## src/rtl/handshake_rr_merge.sv

```systemverilog
// ---------------------------------------------------------------------------
// handshake_rr_merge
//
// Purpose:
//   Fair round-robin fan-in of NUM_CHANNEL valid/ready beat streams onto a
//   single registered output stream. Each output beat is tagged with the
//   channel it came from. Once a channel starts a multi-beat packet, the
//   grant stays with that channel until its last beat has been accepted.
//   The output register is refilled in the same cycle it drains, so the
//   merge sustains one beat per clock.
//
// Ports:
//   clk       in   rising-edge clock for all state
//   rst       in   asynchronous, active-high reset
//   rx_valid  in   [NUM_CHANNEL]             per-channel beat valid
//   rx_ready  out  [NUM_CHANNEL]             per-channel accept (one-hot or zero)
//   rx_data   in   [NUM_CHANNEL*DATA_WIDTH]  channel i at [i*DATA_WIDTH +: DATA_WIDTH]
//   rx_last   in   [NUM_CHANNEL]             final beat of a packet
//   tx_valid  out  registered output beat valid
//   tx_ready  in   downstream accept
//   tx_data   out  [DATA_WIDTH] registered payload
//   tx_last   out  registered packet-end flag
//   tx_chan   out  [CHAN_W] registered source channel index
//   o_busy    out  high while a multi-beat packet holds the grant
// ---------------------------------------------------------------------------
module handshake_rr_merge #(
    parameter  int DATA_WIDTH  = 32,
    parameter  int NUM_CHANNEL = 2,
    localparam int CHAN_W      = (NUM_CHANNEL > 1) ? $clog2(NUM_CHANNEL) : 1
) (
    input  logic                              clk,
    input  logic                              rst,
    input  logic [NUM_CHANNEL-1:0]            rx_valid,
    output logic [NUM_CHANNEL-1:0]            rx_ready,
    input  logic [NUM_CHANNEL*DATA_WIDTH-1:0] rx_data,
    input  logic [NUM_CHANNEL-1:0]            rx_last,
    output logic                              tx_valid,
    input  logic                              tx_ready,
    output logic [DATA_WIDTH-1:0]             tx_data,
    output logic                              tx_last,
    output logic [CHAN_W-1:0]                 tx_chan,
    output logic                              o_busy
);

    typedef enum logic {
        IDLE   = 1'b0,
        LOCKED = 1'b1
    } state_t;

    state_t              state, state_d;
    logic [CHAN_W-1:0]   rr_ptr, rr_ptr_d;
    logic [CHAN_W-1:0]   lock_chan, lock_chan_d;

    logic                can_load;
    logic                grant_valid;
    logic [CHAN_W-1:0]   grant_idx;
    logic                sel_ok;
    logic [CHAN_W-1:0]   sel_chan;
    logic                sel_valid;
    logic                sel_last;
    logic [DATA_WIDTH-1:0] sel_data;
    logic                xfer;

    // Channel index 'offset' steps after 'base', wrapping at NUM_CHANNEL.
    // Works for non-power-of-two channel counts.
    function automatic int rr_index(input logic [CHAN_W-1:0] base, input int offset);
        int sum;
        sum = int'(base) + offset;
        if (sum >= NUM_CHANNEL) begin
            sum = sum - NUM_CHANNEL;
        end
        return sum;
    endfunction

    function automatic logic [CHAN_W-1:0] next_chan(input logic [CHAN_W-1:0] chan);
        logic [CHAN_W-1:0] nxt;
        if (chan == CHAN_W'(NUM_CHANNEL - 1)) begin
            nxt = '0;
        end else begin
            nxt = chan + 1'b1;
        end
        return nxt;
    endfunction

    // The output slot can take a new beat when empty or draining this cycle.
    assign can_load = !tx_valid || tx_ready;
    assign o_busy   = (state == LOCKED);

    // Round-robin search: first valid channel starting at rr_ptr.
    // NOTE: combinational blocks use blocking '=' and assign every output a
    // default first, so no value is remembered between evaluations and no
    // latch is inferred; clocked blocks use '<=' only.
    always_comb begin
        int idx;
        grant_valid = 1'b0;
        grant_idx   = '0;
        idx         = 0;
        for (int k = 0; k < NUM_CHANNEL; k++) begin
            idx = rr_index(rr_ptr, k);
            if (!grant_valid && rx_valid[idx]) begin
                grant_valid = 1'b1;
                grant_idx   = CHAN_W'(idx);
            end
        end
    end

    // Selected channel: the locked one while a packet is open, otherwise the
    // round-robin winner. In LOCKED the ready does not wait for valid.
    always_comb begin
        sel_ok    = (state == LOCKED) ? 1'b1 : grant_valid;
        sel_chan  = (state == LOCKED) ? lock_chan : grant_idx;
        sel_valid = 1'b0;
        sel_last  = 1'b0;
        sel_data  = '0;
        rx_ready  = '0;
        for (int i = 0; i < NUM_CHANNEL; i++) begin
            if (sel_chan == CHAN_W'(i)) begin
                sel_valid   = rx_valid[i];
                sel_last    = rx_last[i];
                sel_data    = rx_data[i*DATA_WIDTH +: DATA_WIDTH];
                rx_ready[i] = sel_ok && can_load;
            end
        end
        xfer = sel_ok && can_load && sel_valid;
    end

    // Next-state: a last beat releases the grant and moves the pointer past
    // the finishing channel; a non-last beat locks onto its channel.
    always_comb begin
        state_d     = state;
        rr_ptr_d    = rr_ptr;
        lock_chan_d = lock_chan;
        if (xfer) begin
            if (sel_last) begin
                state_d  = IDLE;
                rr_ptr_d = next_chan(sel_chan);
            end else begin
                state_d     = LOCKED;
                lock_chan_d = sel_chan;
            end
        end
    end

    always_ff @(posedge clk or posedge rst) begin
        if (rst) begin
            state     <= IDLE;
            rr_ptr    <= '0;
            lock_chan <= '0;
        end else begin
            state     <= state_d;
            rr_ptr    <= rr_ptr_d;
            lock_chan <= lock_chan_d;
        end
    end

    // Output slot: a load wins over a drain, so a beat leaving and a beat
    // arriving in the same cycle keeps tx_valid high with the new payload.
    always_ff @(posedge clk or posedge rst) begin
        if (rst) begin
            tx_valid <= 1'b0;
            tx_data  <= '0;
            tx_last  <= 1'b0;
            tx_chan  <= '0;
        end else if (xfer) begin
            tx_valid <= 1'b1;
            tx_data  <= sel_data;
            tx_last  <= sel_last;
            tx_chan  <= sel_chan;
        end else if (tx_ready) begin
            tx_valid <= 1'b0;
        end
    end

endmodule

```

## config.mk

```make
export PLATFORM = sky130hd
export DESIGN_NAME = handshake_rr_merge
export DESIGN_NICKNAME = d
export VERILOG_FILES = /design/src/rtl/handshake_rr_merge.sv
export SDC_FILE = /design/constraint.sdc
export NUM_CORES = 1
export LEC_CHECK = 0
export CAP_MARGIN = 0
export CORE_ASPECT_RATIO = 1.25
export CORE_MARGIN = 10
export CORE_UTILIZATION = 34
export DETAILED_ROUTE_END_ITERATION = 12
export PLACE_DENSITY = 0.77
export SLEW_MARGIN = 20
export SYNTH_ARGS = -nofsm -noshare
export SYNTH_HDL_FRONTEND = slang
export SYNTH_SLANG_ARGS = --single-unit
```

## constraint.sdc

```tcl
create_clock -name clk -period 1.4 [get_ports clk]
set_clock_uncertainty 0.05 [all_clocks]
set_input_delay 0.28 -clock clk [delete_from_list [all_inputs] [get_ports clk]]
set_output_delay 0.28 -clock clk [all_outputs]
set_load 0.05 [all_outputs]
```

==> summary.txt <==
Worst setup path
  • Maximum fanout along the worst path: 4
  • Startpoint type of the worst setup path: flip-flop
  • R2r endpoint: tx_data[15]
  • CP required: 1.07 ns
  • Critical path endpoint category: output pin
  • Arrival @ worst endpoint: 1.34 ns
  • Reg2Reg Setup Slack: -0.25 ns
  • Reg2reg path depth: 8
  • Critical R2R Launch: o_busy
  • Setup CP Type: reg2out

Synthesis
  • Gate Count Post-Synth: 173
  • Seq/Total Area, Yosys: 52.16%
  • Count of different cell masters after synthesis: 23
  • Top cells by area, synth: dfrtp_1 (52%), mux2i_1 (18%), nand2_1 (7.2%)
  • Synth Register Bits: 38
  • Synth area leader: dfrtp_1
  • FFs w/ async S/R, synth: 100.0%
  • Post-synth top area share: 52.16%
  • Main synth FF type: dfrtp_1
  • Number of synthesized flops with an enable pin: 0
  • Most frequent cell after synthesis: dfrtp_1
  • Cell Area, Synth: 1823 sq um
  • Syn Area/Cell: 10.54 sq um
  • Synthesis Warnings: 0
  • Mapped Nets: 244
  • Top post-synthesis cells by count: dfrtp_1 (38), nand2_1 (35), mux2i_1 (33)

Floorplan
  • Die height: 101.9 microns
  • Die area: 8709 sq um
  • Die Wd: 85.50 microns
  • Row count: 29
  • Initial Util: 35.38%
  • Number of placed I/O pins: 109
  • Core footprint: 5152 sq um

Global routing
  • Congestion Overflow GR: 0
  • Largest net degree at the start of global routing: 41
  • Vias in the first global route: 1782
  • First-pass GRT wire length: 9094 microns
  • GRT Total Usage: 13.12%
  • Initial antenna violation count: 0

Run status
  • Failing checks: negative setup slack
  • Status: finished, violations left

Finish
  • Post-Layout Cell Count: 371
  • Area grow syn2layout: 112.0%
  • Fillers: 354
  • # diodes: 0
  • Share of post-route cells with drive strength above 1: 29.77%
  • Layout Nets: 379

CTS
  • CTS hold repair buffers: 0
  • Clk sink count: 38
  • Root buffer cell: clkbuf_8
  • Clk buf depth: 2
  • CTS Buf Count: 5
  • CTS tree: built
  • Clk pin slew, worst setup/hold paths: 0.08 ns
  • H-Tree Depth: 2
  • Clk_lat worst skew: 0.29 ns

STA
  • Period Utilization, post-route: 119.5%
  • Final setup vio count: 39
  • Worst Tran Pin Value: 0.2692 ns
  • F_max: 597.8 MHz
  • Final min period: 1.673 ns
  • Fin. max-slew vios: 0
  • Final Hold Viols: 0
  • Final WS setup: -0.2729 ns
  • Worst slew margin: 82.05%
  • RSZ-0062 raised after global routing: true

Routing
  • DRT Pass-1 Iters: 3
  • Via-to-Cell Ratio: 4.763
  • Initial DRC Count: 47
  • Vias: 1767
  • Drt wl/cell: 17.43 microns
  • DRC viols: 0
  • DRT Wirelength: 6465 microns
  • Post-DRT Antenna Nets: 0

Run
  • MaxCap Viol Count: 0

Pwr
  • Power Dens Cells: 2691 nW/um^2
  • Lkg Pwr: 1.708 nW
  • Max IR drop VDD: 0.001323 V

Placement
  • Inst Count DP: 351
  • Final HPWL DP: 4913 microns
  • I/O Buffers: 108
  • Pre-CTS setup slack: -0.5270 ns
  • GPL Wtd Cong: 0.7534

Worst hold path
  • Hold Crit Class: in2async
==> area by class of cell <==
| class | count | area, sq um | area share (%) |
|---|---|---|---|
| repair buffers | 139 | 1822 | 47.14 |
| flip-flops and latches | 38 | 952.2 | 24.64 |
| multi-input cells | 122 | 863.3 | 22.34 |
| clock buffers | 6 | 82.58 | 2.137 |
| well taps | 62 | 77.57 | 2.007 |
| clock inverters | 2 | 60.06 | 1.554 |
| inverters | 2 | 7.507 | 0.1942 |
==> state kept, by name, indices dropped and copies added (netlist names) <==
name,flops
tx_valid,1
tx_chan,1
o_busy,1
rr_ptr,1
lock_chan,1
tx_data,32
tx_last,1
==> metal layers <==
metal / wire length (microns) / vias to the layer above / global-route usage (%)
met1: 2470 / 827 / 13.43
met4: 58 / 0 / 3.046
li1: - / 872 / -
met3: 433 / 6 / 5.812
met2: 3503 / 62 / 23.96
met5: 0 / - / 0
==> report_power, final <==
group	total, mW	switching (mW)	internal, mW
Clock	1.14	0.384	0.760
Sequential	2.25	0.609	1.64
Combinational	7.00	3.46	3.55
==> placed cells by master (no fill, tap or decap), types with 2 or more instances in the layout <==
master / n
dfrtp_1: 37
buf_4: 19
buf_12: 43
o21ai_0: 12
clkbuf_16: 3
nor2_1: 2
bufinv_16: 2
a21oi_1: 4
clkdlybuf4s50_1: 68
clkbuf_8: 6
inv_1: 2
buf_6: 2
nand2_1: 35
nor2b_4: 2
mux2i_1: 33
o21ai_1: 21
nand2b_4: 2
==> repair_timing <==
item                       4_1_cts  5_1_grt
pin swaps                        3        2
resized for setup               10        7
setup endpoints to repair       39       40
setup buffers                    4        4
gates cloned                     0        4
==> cells by family after synthesis <==
group	Yosys count	synth area share, %
buffers and inverters	13	4.873
and+or+nand+nor	43	9.678
muxes	34	18.74
AOI/OAI and AO/OA	45	14.55
DFF	38	52.16
==> per-stage QoR <==
step           setup TNS (ns)  hold slack, ns  power, mW  utilization [%]  area, sq um
2_1_floorplan          -5.241          0.3677      5.411                -         1862
3_3_place_gp           -17.05          0.4710      8.670            68.19         3513
3_5_place_dp           -19.08          0.4797      8.805            68.19         3513
4_1_cts                -7.165          0.2795      10.09            72.07         3714
5_1_grt                -9.445          0.2964      10.86            75.01         3865
6_report               -6.393          0.2769      10.40            75.01         3865
==> critical path: stages, from the launching register on <==
cell,delay [ns]
dfrtp_1,0.39
nand2b_4,0.15
a22o_4,0.25
nor2b_4,0.14
buf_12,0.14
==> how the worst max path moves through the flow <==
stage	from	endpoint	slack, ns	depth (start not counted)
floorplan	o_busy	rx_ready[1]	-0.23	4
global placement	rx_valid[0]	o_busy	-0.48	4
detailed placement	rx_valid[0]	tx_data[27]	-0.53	5
CTS	o_busy	rx_ready[1]	-0.28	4
global route	rr_ptr	rx_ready[1]	-0.33	4
finish	rr_ptr	rx_ready[1]	-0.27	4
No activity file was read; power rests on OpenSTA's default activity.
